## src/rtl/if_stage_pkg.sv

```systemverilog
// Shared pipeline definitions: inter-stage bus widths, reset PC, fetch FSM encoding
// and the field layout of the decode-to-fetch redirect bus.
package if_stage_pkg;

  localparam int IF_ID_LEN  = 64;
  localparam int BR_BUS_LEN = 33;
  localparam int ID_EX_LEN  = 150;

  localparam logic [31:0] RESET_PC = 32'h1c00_0000;

  localparam int BR_TAKEN_BIT  = 32;
  localparam int BR_TARGET_MSB = 31;
  localparam int BR_TARGET_LSB = 0;

  typedef enum logic {
    FS_REQ  = 1'b0,
    FS_WAIT = 1'b1
  } fetch_state_e;

endpackage

```

## src/rtl/if_stage.sv

```systemverilog
// LoongArch32 fetch stage: single-outstanding SRAM-like instruction fetch with a
// one-entry buffer toward decode and cancellation of wrong-path responses.
module if_stage
  import if_stage_pkg::*;
#(
  parameter logic [31:0] RESET_PC  = if_stage_pkg::RESET_PC,
  parameter int          IF_ID_LEN = if_stage_pkg::IF_ID_LEN
) (
  input  logic                  clk,
  input  logic                  reset,
  output logic                  inst_sram_req,
  output logic                  inst_sram_wr,
  output logic [1:0]            inst_sram_size,
  output logic [3:0]            inst_sram_wstrb,
  output logic [31:0]           inst_sram_addr,
  output logic [31:0]           inst_sram_wdata,
  input  logic                  inst_sram_addr_ok,
  input  logic                  inst_sram_data_ok,
  input  logic [31:0]           inst_sram_rdata,
  input  logic [BR_BUS_LEN-1:0] br_bus,
  input  logic                  ID_allowin,
  output logic                  IF_ID_valid,
  output logic [IF_ID_LEN-1:0]  IF_ID_bus
);

  fetch_state_e state_q, state_d;
  logic [31:0]  pc_q, pc_d;
  logic [31:0]  br_pc_q, br_pc_d;
  logic [31:0]  buf_inst_q, buf_inst_d;
  logic [31:0]  buf_pc_q, buf_pc_d;
  logic         buf_valid_q, buf_valid_d;
  logic         cancel_q, cancel_d;

  logic         br_taken;
  logic [31:0]  br_target;
  logic         drain;
  logic         req;
  logic         accept;
  logic         fill;

  assign br_taken  = br_bus[BR_TAKEN_BIT];
  assign br_target = br_bus[BR_TARGET_MSB:BR_TARGET_LSB];

  // A request may go out when the buffer is empty or is being drained this cycle,
  // so the refill never overwrites an instruction decode has not taken yet.
  assign drain  = buf_valid_q & ID_allowin;
  assign req    = ~reset & (state_q == FS_REQ) & (~buf_valid_q | drain);
  assign accept = req & inst_sram_addr_ok;

  always_comb begin
    state_d     = state_q;
    pc_d        = pc_q;
    br_pc_d     = br_pc_q;
    buf_inst_d  = buf_inst_q;
    buf_pc_d    = buf_pc_q;
    cancel_d    = cancel_q;
    fill        = 1'b0;
    case (state_q)
      FS_REQ: begin
        if (accept) begin
          state_d = FS_WAIT;
          if (br_taken) begin
            cancel_d = 1'b1;
            br_pc_d  = br_target;
          end
        end else if (br_taken) begin
          pc_d = br_target;
        end
      end
      FS_WAIT: begin
        if (inst_sram_data_ok) begin
          state_d  = FS_REQ;
          cancel_d = 1'b0;
          if (br_taken) begin
            pc_d = br_target;
          end else if (cancel_q) begin
            pc_d = br_pc_q;
          end else begin
            buf_inst_d = inst_sram_rdata;
            buf_pc_d   = pc_q;
            fill       = 1'b1;
            pc_d       = pc_q + 32'd4;
          end
        end else if (br_taken) begin
          // Latest redirect wins if several arrive while the response is pending.
          cancel_d = 1'b1;
          br_pc_d  = br_target;
        end
      end
      default: state_d = FS_REQ;
    endcase

    if (br_taken) begin
      buf_valid_d = 1'b0;
    end else if (fill) begin
      buf_valid_d = 1'b1;
    end else if (drain) begin
      buf_valid_d = 1'b0;
    end else begin
      buf_valid_d = buf_valid_q;
    end
  end

  always_ff @(posedge clk or posedge reset) begin
    if (reset) begin
      state_q     <= FS_REQ;
      pc_q        <= RESET_PC;
      br_pc_q     <= 32'd0;
      buf_inst_q  <= 32'd0;
      buf_pc_q    <= 32'd0;
      buf_valid_q <= 1'b0;
      cancel_q    <= 1'b0;
    end else begin
      state_q     <= state_d;
      pc_q        <= pc_d;
      br_pc_q     <= br_pc_d;
      buf_inst_q  <= buf_inst_d;
      buf_pc_q    <= buf_pc_d;
      buf_valid_q <= buf_valid_d;
      cancel_q    <= cancel_d;
    end
  end

  assign inst_sram_req   = req;
  assign inst_sram_wr    = 1'b0;
  assign inst_sram_size  = 2'b10;
  assign inst_sram_wstrb = 4'd0;
  assign inst_sram_addr  = pc_q;
  assign inst_sram_wdata = 32'd0;

  assign IF_ID_valid = buf_valid_q;
  assign IF_ID_bus   = {buf_inst_q, buf_pc_q};

endmodule

```

## config.mk

```make
export PLATFORM = sky130hd
export DESIGN_NAME = if_stage
export DESIGN_NICKNAME = d
export VERILOG_FILES = /design/src/rtl/if_stage_pkg.sv /design/src/rtl/if_stage.sv
export SDC_FILE = /design/constraint.sdc
export NUM_CORES = 1
export LEC_CHECK = 0
export ABC_CLOCK_PERIOD_IN_PS = 14300
export CAP_MARGIN = 20
export CELL_PAD_IN_SITES_DETAIL_PLACEMENT = 0
export CELL_PAD_IN_SITES_GLOBAL_PLACEMENT = 1
export CORE_ASPECT_RATIO = 1.25
export CORE_UTILIZATION = 37
export DETAILED_ROUTE_END_ITERATION = 10
export HOLD_SLACK_MARGIN = 0.1
export PLACE_DENSITY = 0.91
export RECOVER_POWER = 50
export SYNTH_ARGS = -nofsm -noshare
export SYNTH_HDL_FRONTEND = slang
export SYNTH_SLANG_ARGS = --single-unit
```

## constraint.sdc

```tcl
create_clock -name clk -period 14.3 [get_ports clk]
set_clock_uncertainty 0.15 [all_clocks]
set_input_delay 2.86 -clock clk [delete_from_list [all_inputs] [get_ports clk]]
set_output_delay 2.86 -clock clk [all_outputs]
set_load 0.01 [all_outputs]
```

==> results of run 1 <==
state kept, by name, indices dropped and copies added, names as in the netlist:
name	flops
state_q	1
br_pc_q	32
buf_inst_q	32
buf_pc_q	32
cancel_q	1
inst_sram_addr	32
IF_ID_valid	1
placed cells by master (no fill, tap or decap), drive strengths merged, types with 6 or more instances in the layout:
cell and count:
a221o 10, a21oi 15, buf 7, inv 14, mux2 34, nand3 24
nor3 6, nor2 19, conb 39, o21ai 31, mux2i 12, clkdlybuf4s50 69
clkbuf 24, a22oi 8, nand4 7, dfrtp 128, dlygate4sd3 98, nor4 6
xnor2 14, nand2 214
how the worst min path moves through the flow:
stage                     end  slack, ns
3_5_place_dp   buf_inst_q[16]       0.31
2_1_floorplan     br_pc_q[23]       0.30
6_report       buf_inst_q[24]       0.32
5_1_grt        buf_inst_q[28]       0.33
4_1_cts        buf_inst_q[21]       0.33
3_3_place_gp   buf_inst_q[16]       0.31
logic make-up after synthesis:
group | after synthesis | synth area share [%]
buffers and inverters | 95 | 8.26
adders and majority gates | 1 | 0.196
muxes | 46 | 7.87
AOI/OAI and AO/OA | 93 | 9.83
xor gates and xnor gates | 17 | 2.33
other | 2 | 0.117
and+or+nand+nor | 296 | 20.1
DFF | 131 | 51.3
metrics by stage:
stage | util [%] | instances
6_report | 51.9 | 1065
2_1_floorplan | - | 718
3_3_place_gp | 48.0 | 1032
4_1_cts | 51.9 | 1064
3_5_place_dp | 48.0 | 1032
5_1_grt | 51.9 | 1065
metal layers:
| layer | track usage [%] | share of wire (%) | vias up |
|---|---|---|---|
| met2 | 34.0 | 50 | 204 |
| met1 | 24.1 | 41 | 2606 |
| met3 | 4.70 | 6.2 | 33 |
| met4 | 8.38 | 2.4 | 0 |
| met5 | 0 | 0 | - |
| li1 | - | - | 2534 |
critical path, cell delays in order:
cell and delay [ns]:
sky130_fd_sc_hd__dlygate4sd3_1 0.59, sky130_fd_sc_hd__clkinvlp_2 1.73, sky130_fd_sc_hd__clkbuf_1 2.67
area by class of cell:
| class | instances | area share (%) |
|---|---|---|
| clock buffers | 23 | 5.69 |
| repair buffers | 175 | 19.7 |
| clock inverters | 9 | 1.97 |
| well taps | 220 | 3.15 |
| multi-input cells | 492 | 31.3 |
| flip-flops and latches | 131 | 37.5 |
| inverters | 15 | 0.658 |
power groups by stage:
stage | combinational [mW] | clock (mW) | sequential (mW)
6_report | 0.467 | 0.493 | 0.601
5_1_grt | 0.514 | 0.519 | 0.620
4_1_cts | 0.513 | 0.503 | 0.606
3_5_place_dp | 0.510 | 0 | 0.610
3_3_place_gp | 0.503 | 0 | 0.607
2_1_floorplan | 0.196 | 0 | 0.637
==> impl_metrics.toml, run 1 <==
[place]
placed_cell_area_um2 = 8080
dpl_worst_slack_ns = 7.16
port_buffers = 167
dpl.hpwl_um = 11400
gp_congestion = 0.756

[detailed_routing]
route.detailed.drc = 0
routedWlPerCell_um = 16.3
drt_first_pass_iters = 5
finalWirelength_um = 17300
drt_iter0_markers = 382
vias_per_cell = 5.05
antenna_left = 0
vias = 5377

[outcome]
status = "finished with violations"
failed_checks = "max-capacitance violations, max-slew violations"

[power]
p_per_area_nw_per_um2 = 178
static-leakage-power_nw = 4.05
net_switching_share_of_the_total_power_pct = 30.7
power.sequential.fraction_pct = 38.5
internal_power_mw = 1.08
clockPowerShare_pct = 31.6
combPwrFrac_pct = 29.9
netSwitchingPower_mw = 0.479
finalPower_mw = 1.56
peakVddDrop_mv = 0.0888

[yosys]
synth_top_area_share_pct = 50.1
synthCells = 681
ys_dominant_reg_cell = "sky130_fd_sc_hd__dfrtp_1"
avgSynthCellArea_um2 = 9.39
postSynth.asyncResetShare_pct = 100
edff_count_synth = 0
mappedNetlistArea_um2 = 6390
commonest_cells_post_synth = "sky130_fd_sc_hd__nand2_1, sky130_fd_sc_hd__dfrtp_1, sky130_fd_sc_hd__buf_4"
synth_top_cell_by_area = "sky130_fd_sc_hd__dfrtp_1"
synth_seq_area_share_pct = 51.3
ys_ff_latch = 131
synth.area.top_cells = "sky130_fd_sc_hd__dfrtp_1, sky130_fd_sc_hd__nand2_1, sky130_fd_sc_hd__mux2_2, sky130_fd_sc_hd__buf_4, sky130_fd_sc_hd__o21ai_0"
synth.distinct_cells = 54
synth.yosys.warnings = 0
yosys.cell_count.top_type = "sky130_fd_sc_hd__nand2_1"

[clocking]
tritoncts.num_buffers = 17
clock-sinks = 131
cts_max_path_buffers = 2
post_cts_buffers = 0
clock_tree_from_tritoncts = "built"
post_cts_hold_buffer_count = 0
ctsRootBufferMaster = "sky130_fd_sc_hd__clkbuf_16"
clkTransAtPathRegs_ns = 0.05
number_of_levels_in_the_clock_h_tree = 4
worst_skew_pair.late_latency_ns = 0.42
cts_resized = 0

[timing]
finalCritPeriodShare_pct = 58.3
worst_slew_pin_slew_ns = 3.62
rsz_0062_raised_after_global_routing = "no"
final_hold_viol_count = 0
setup-tns-final_ns = 0
period_needed_ns = 8.34
finalSetupViolations = 0
final_critical_path_setup_slack_ns = 5.96
finalHoldWorstSlack_ns = 0.315
report.final.slew_viol_count = 135
fmaxAchievable_mhz = 120
relSlewSlack_pct = -141

[job]
max_cap_viol_count = 2

[die]
io-pin-count = 207
die_width_um = 120
dieArea_um2 = 17800
num_rows = 53
dieHeight_um = 149
floorplan.initialDensity_pct = 38.0
placeable_core_region_um2 = 16800

[worst_setup_path]
timing.critical_path.from = "reset"
worst_r2r_endpoint = "inst_sram_addr[20]"
crit_path_end_kind = "asynchronous set/reset pin"
cp.arrival_ns = 7.88
ff2ff_path_depth = 6
path_max_fanout = 67
timing.rr.start = "inst_sram_addr[2]"
cp_data_required_time_ns = 13.84
crit_path_kind = "primary input to asynchronous set/reset pin"
setup.worst_path.start_class = "primary input"
ff2ff_setup_slack_ns = 11.57
crit_path_end = "inst_sram_addr[23]"

[final_layout]
flow.area_growth_from_synthesis_pct = 36.9
final_area_um2 = 8750
layout-drive-gt1-share_pct = 10.3
number_of_antenna_cells_inserted = 0
layout.area.seq_um2 = 3280
final.fill_count = 1568
final_nets = 903
multi_input_area_um2 = 2740

[grt]
grt_first_pass_wirelength_um = 27200
grt_max_degree = 87
grt_overflow = 0
grt_overall_usage_pct = 20.0
grt_antenna_before_repair = 0
grt_pass1_vias = 5124

[hold_path]
holdCritPathClass = "register to register"
startpoint_of_the_worst_hold_path = "buf_inst_q[24]"
worst_hold_path.num_cells = 2
(Power assumes the default switching activity.)
==> inputs of run 2 (changes only) <==
--- a/config.mk
+++ b/config.mk
@@ -5,15 +5,15 @@
 export SDC_FILE = /design/constraint.sdc
 export NUM_CORES = 1
 export LEC_CHECK = 0
-export ABC_CLOCK_PERIOD_IN_PS = 14300
+export ABC_CLOCK_PERIOD_IN_PS = 7100
 export CAP_MARGIN = 20
 export CELL_PAD_IN_SITES_DETAIL_PLACEMENT = 0
 export CELL_PAD_IN_SITES_GLOBAL_PLACEMENT = 1
 export CORE_ASPECT_RATIO = 1.25
-export CORE_UTILIZATION = 37
+export CORE_UTILIZATION = 31
 export DETAILED_ROUTE_END_ITERATION = 10
 export HOLD_SLACK_MARGIN = 0.1
-export PLACE_DENSITY = 0.91
+export PLACE_DENSITY = 0.81
 export RECOVER_POWER = 50
 export SYNTH_ARGS = -nofsm -noshare
 export SYNTH_HDL_FRONTEND = slang
==> constraint.sdc (replaced) <==
create_clock -name clk -period 7.1 [get_ports clk]
set_clock_uncertainty 0.15 [all_clocks]
set_input_delay 1.42 -clock clk [delete_from_list [all_inputs] [get_ports clk]]
set_output_delay 1.42 -clock clk [all_outputs]
set_load 0.01 [all_outputs]
==> run 2 against run 1 <==
Effect of this change:
- the flow now finishes without violations
- critical path depth did not move
- total power rose by 100%
- via count is 0.99% lower
- non-clock buffer count unchanged
- highest routed layer unchanged
- global-route usage decreased by 2.1 points
==> impl_metrics.toml, run 2 (same netlist as run 1, synthesis figures left out) <==
[die]
floorplan.initialDensity_pct = 31.7
io-pin-count = 207
dieHeight_um = 163
die_width_um = 130
placeable_core_region_um2 = 20200
num_rows = 58
dieArea_um2 = 21200

[final_layout]
postLayoutCoreUtil_pct = 43.6
layout-drive-gt1-share_pct = 10.5
top_library_cells_by_usage_in_the_layout_fill_and_taps_aside = "sky130_fd_sc_hd__nand2_1, sky130_fd_sc_hd__dfrtp_1, sky130_fd_sc_hd__dlygate4sd3_1"
final_nets = 903
number_of_antenna_cells_inserted = 0
final.fill_count = 2023
layout.cells.most_common = "sky130_fd_sc_hd__nand2_1"
flow.area_growth_from_synthesis_pct = 37.6

[detailed_routing]
vias = 5324
finalWirelength_um = 18200
drt_iter0_markers = 269
drt_first_pass_iters = 5
routed-wl-met2_um = 9230
vias_per_cell = 4.77
route.top_layer_used = "met4"
routedWlPerCell_um = 16.3
antenna_left = 0
wl_met3_um = 1010
route.detailed.drc = 0
wirelength_met1_um = 7580

[timing]
setup-tns-final_ns = 0
rsz_0062_raised_after_global_routing = "no"
final_critical_path_setup_slack_ns = 2.74
worst_slew_pin_slew_ns = 1.03
finalSetupViolations = 0
relSlewSlack_pct = 30.5
period_needed_ns = 4.36
final_hold_viol_count = 0
report.final.slew_viol_count = 0
fmaxAchievable_mhz = 229
finalCritPeriodShare_pct = 61.4

[worst_setup_path]
crit_path_kind = "primary input to primary output"
setup.worst_path.start_class = "primary input"
cp_data_required_time_ns = 5.53
path_max_fanout = 3
ff2ff_setup_slack_ns = 4.29
timing.rr.start = "inst_sram_addr[2]"
ff2ff_path_depth = 6
crit_path_end_kind = "primary output"
worst_r2r_endpoint = "inst_sram_addr[20]"
cp.arrival_ns = 2.79

[place]
port_buffers = 167
gp_congestion = 0.758
dpl.hpwl_um = 12400
dpl_worst_slack_ns = 2.84

[hold_path]
holdCritPathClass = "register to register"
hold_end = "buf_pc_q[10]"
worst_hold_path.num_cells = 2
startpoint_of_the_worst_hold_path = "buf_pc_q[10]"

[clocking]
ctsRootBufferMaster = "sky130_fd_sc_hd__clkbuf_16"
clkTransAtPathRegs_ns = 0.06
post_cts_buffers = 0
clock-sinks = 131
cts_max_path_buffers = 2
clock_tree_from_tritoncts = "built"
number_of_levels_in_the_clock_h_tree = 4
tritoncts.num_buffers = 17
cts_resized = 0
worst_skew_pair.late_latency_ns = 0.42
post_cts_hold_buffer_count = 0

[power]
peakVddDrop_mv = 0.171
static-leakage-power_nw = 4.03
p_per_area_nw_per_um2 = 355
finalPower_mw = 3.12

[grt]
grt_pass1_vias = 5249
grt_antenna_before_repair = 0
grt_overflow = 0
grt_first_pass_wirelength_um = 28500
grt_overall_usage_pct = 17.8
grt_max_degree = 87

[outcome]
status = "finished, final reports clean"

[job]
max_cap_viol_count = 0
==> run 2: cell count changes in the layout (fill, tap and decap cells not counted) <==
cell                              previous run  this run
sky130_fd_sc_hd__clkinv_4                    0         3
sky130_fd_sc_hd__dlygate4sd3_1              98        94
sky130_fd_sc_hd__clkinvlp_2                  1         0
sky130_fd_sc_hd__clkinvlp_4                  1         3
sky130_fd_sc_hd__clkdlybuf4s50_1            69        73
sky130_fd_sc_hd__clkbuf_8                    5         3
sky130_fd_sc_hd__clkbuf_1                    2         0
sky130_fd_sc_hd__clkinv_2                    3         2
sky130_fd_sc_hd__buf_4                       7         8
sky130_fd_sc_hd__bufinv_16                   5         4
sky130_fd_sc_hd__inv_6                       0         1
==> run 2: how the worst max path moves through the flow <==
stage | end | slack (ns) | start | cells after the start
floorplan | inst_sram_addr[13] | 1.17 | reset | 7
finish | inst_sram_req | 2.74 | reset | 3
global route | inst_sram_req | 2.66 | reset | 3
global placement | inst_sram_req | 2.83 | reset | 3
CTS | inst_sram_req | 2.84 | reset | 3
detailed placement | inst_sram_req | 2.84 | reset | 3
==> run 2: layout make-up <==
| type | instances | area [um^2] | area share (%) |
|---|---|---|---|
| Clock buffer | 20 | 467 | 5.31 |
| Clock inverter | 12 | 179 | 2.03 |
| Inverter | 15 | 61.3 | 0.697 |
| Multi-Input combinational cell | 492 | 2740 | 31.1 |
| Sequential cell | 131 | 3280 | 37.3 |
| Tap cell | 270 | 338 | 3.84 |
| Timing Repair Buffer | 175 | 1730 | 19.7 |
==> run 2: power by group <==
group	internal, mW	switching [mW]	leakage [nW]
clock network	0.616	0.342	0.308
logic	0.496	0.454	2.10
registers	1.02	0.200	1.62
==> run 2: metrics by stage <==
| step | hold slack [ns] | cell area (um^2) | instances |
|---|---|---|---|
| 6_report | 0.315 | 8790 | 1115 |
| 5_1_grt | 0.346 | 8790 | 1115 |
| 4_1_cts | 0.326 | 8790 | 1114 |
| 3_5_place_dp | 0.312 | 8140 | 1082 |
| 3_3_place_gp | 0.307 | 8140 | 1082 |
| 2_1_floorplan | 0.301 | 6530 | 718 |
==> run 2: per-layer routing <==
layer | vias up | global-route usage [%]
li1 | 2532 | -
met1 | 2591 | 21.0
met2 | 173 | 30.8
met3 | 28 | 4.66
met4 | 0 | 6.69
met5 | - | 0
==> run 2: worst max-delay path, cell delays in order <==
cell and delay, ns:
sky130_fd_sc_hd__dlygate4sd3_1 0.62, sky130_fd_sc_hd__nor3_1 0.19, sky130_fd_sc_hd__clkdlybuf4s50_1 0.56
==> inputs of run 3 (changes only) <==
--- a/config.mk
+++ b/config.mk
@@ -5,7 +5,7 @@
 export SDC_FILE = /design/constraint.sdc
 export NUM_CORES = 1
 export LEC_CHECK = 0
-export ABC_CLOCK_PERIOD_IN_PS = 7100
+export ABC_CLOCK_PERIOD_IN_PS = 3620
 export CAP_MARGIN = 20
 export CELL_PAD_IN_SITES_DETAIL_PLACEMENT = 0
 export CELL_PAD_IN_SITES_GLOBAL_PLACEMENT = 1
==> constraint.sdc (replaced) <==
create_clock -name clk -period 3.62 [get_ports clk]
set_clock_uncertainty 0.15 [all_clocks]
set_input_delay 0.724 -clock clk [delete_from_list [all_inputs] [get_ports clk]]
set_output_delay 0.724 -clock clk [all_outputs]
set_load 0.01 [all_outputs]
==> run 3 against run 2 <==
Effect of this change:
- the run now ends with max-capacitance violations, max-slew violations left
- clock-buffer cell count grew 3
- cell count is 1.1% higher
- wire length rose by 1.3%
- core utilization rose by 0.12 points
- sequential power up 96%
- register-to-register slack lost 3.1 ns
- critical endpoint unchanged
- largest cell class unchanged
- largest power group unchanged
- highest routed layer unchanged
==> impl_metrics.toml, run 3 (same netlist as run 1, synthesis figures left out) <==
[timing]
fmaxAchievable_mhz = 342
worst_slew_pin_slew_ns = 1.92
finalCritPeriodShare_pct = 80.8
final_hold_viol_count = 0
finalSetupViolations = 0
rsz_0062_raised_after_global_routing = "no"
period_needed_ns = 2.92
relSlewSlack_pct = -27.8
report.final.slew_viol_count = 132
finalHoldWorstSlack_ns = 0.314

[place]
dpl.hpwl_um = 12600
dp_cells = 1095
gp_congestion = 0.757
port_buffers = 167
placed_cell_area_um2 = 8260

[grt]
grt_pass1_vias = 5236
grt_antenna_before_repair = 0
grt_overall_usage_pct = 18.4
grt_overflow = 0
grt_first_pass_wirelength_um = 29400
grt_max_degree = 132

[die]
io-pin-count = 207
dieHeight_um = 163
placeable_core_region_um2 = 20200
floorplan.initialDensity_pct = 31.7
dieArea_um2 = 21200
die_width_um = 130
num_rows = 58

[clocking]
clkTransAtPathRegs_ns = 0.05
post_cts_buffers = 0
cts_max_path_buffers = 2
worst_skew_pair.late_latency_ns = 0.42
post_cts_hold_buffer_count = 0
ctsRootBufferMaster = "sky130_fd_sc_hd__clkbuf_16"
tritoncts.num_buffers = 17
clock-sinks = 131
number_of_levels_in_the_clock_h_tree = 4
clock_tree_from_tritoncts = "built"
cts_resized = 0

[worst_setup_path]
crit_path_max_incr_delay_ns = 0.56
timing.critical_path.slowest_stage_cell = "sky130_fd_sc_hd__dlygate4sd3_1"
path_max_fanout = 2
cp.arrival_ns = 2.05
crit_path_end_kind = "primary output"
setup.worst_path.start_class = "primary input"
path_cells = "dlygate4sd3_1 > nor2b_1 > nor3_1 > clkdlybuf4s50_1"
cp_data_required_time_ns = 2.75
crit_path_kind = "primary input to primary output"

[final_layout]
top_library_cells_by_usage_in_the_layout_fill_and_taps_aside = "sky130_fd_sc_hd__nand2_1, sky130_fd_sc_hd__dfrtp_1, sky130_fd_sc_hd__clkdlybuf4s50_1"
layout.cells.most_common = "sky130_fd_sc_hd__nand2_1"
stdcell_count = 1127
flow.area_growth_from_synthesis_pct = 38.0
number_of_antenna_cells_inserted = 0
final_nets = 915
layout-drive-gt1-share_pct = 11.3
final_area_um2 = 8820

[power]
net_switching_share_of_the_total_power_pct = 32.0
internal_power_mw = 4.11
clockPowerShare_pct = 28.3
combPwrFrac_pct = 32.2
p_per_area_nw_per_um2 = 686
peakVddDrop_mv = 0.354
power.sequential.fraction_pct = 39.5
static-leakage-power_nw = 3.97
netSwitchingPower_mw = 1.93

[detailed_routing]
finalWirelength_um = 18400
drt_first_pass_iters = 5
drt_iter0_markers = 307
route.detailed.drc = 0
vias_per_cell = 4.71
antenna_left = 0
vias = 5310
routedWlPerCell_um = 16.4

[hold_path]
holdCritPathClass = "register to register"

[job]
max_cap_viol_count = 1

[outcome]
status = "finished with violations"
failed_checks = "max-capacitance violations, max-slew violations"
## run 3: cell types whose count changed in the layout (fill, tap and decap cells not counted), moves of 2 or more
cell and delta:
sky130_fd_sc_hd__clkinv_4 -3, sky130_fd_sc_hd__clkinvlp_4 +2, sky130_fd_sc_hd__clkdlybuf4s50_1 +50, sky130_fd_sc_hd__bufinv_16 -2, sky130_fd_sc_hd__buf_4 +8, sky130_fd_sc_hd__clkbuf_1 +6
sky130_fd_sc_hd__dlygate4sd3_1 -50
## run 3: metrics by stage
stage | power, mW | worst slack (ns) | utilization, % | TNS (ns)
4_1_cts | 6.22 | 0.748 | 43.8 | 0
2_1_floorplan | 3.30 | -0.633 | - | -16.28
3_5_place_dp | 4.48 | 0.586 | 40.9 | 0
6_report | 6.05 | 0.696 | 43.7 | 0
5_1_grt | 6.43 | 0.445 | 43.7 | 0
3_3_place_gp | 4.44 | 0.626 | 40.9 | 0
## run 3: critical path: cells and delay by family
family                 cells  cell delay (ns)
buffers and inverters      2             1.12
and+or+nand+nor            2             0.20
## run 3: layout make-up
class,count,area (um^2)
repair buffers,187,1810
inverters,15,60.1
multi-input cells,492,2750
well taps,270,338
fillers,2023,11400
flip-flops and latches,131,3280
clock inverters,9,105
clock buffers,23,478
## run 3: final timing paths
path                                     from            endpoint  slack [ns]  depth (start not counted)
min reg2reg                      buf_pc_q[12]        buf_pc_q[12]        0.31                          2
min in group asynchronous               reset             state_q        1.22                          3
min                              buf_pc_q[12]        buf_pc_q[12]        0.31                          2
max in group asynchronous               reset      buf_inst_q[15]        0.82                          3
max reg2reg                inst_sram_addr[12]  inst_sram_addr[25]        1.19                          5
max                                ID_allowin       inst_sram_req        0.70                          4
## run 3: power groups by stage
stage                     sequential, mW  combinational, mW  clock [mW]
after floorplan                     2.52              0.782           0
final                               2.39               1.95        1.71
after global routing                2.47               2.15        1.81
after CTS                           2.40               2.06        1.76
after detailed placement            2.42               2.06           0
after global placement              2.41               2.03           0
## run 3: routing by layer
| metal | GRT usage, % | part of all wire, % | wire, um | vias to the layer above |
|---|---|---|---|---|
| met1 | 22.8 | 42 | 7750 | 2582 |
| met5 | 0 | 0 | 0 | - |
| li1 | - | - | - | 2547 |
| met4 | 7.26 | 2.3 | 417 | 0 |
| met2 | 30.6 | 51 | 9330 | 161 |
| met3 | 4.34 | 5.1 | 940 | 20 |
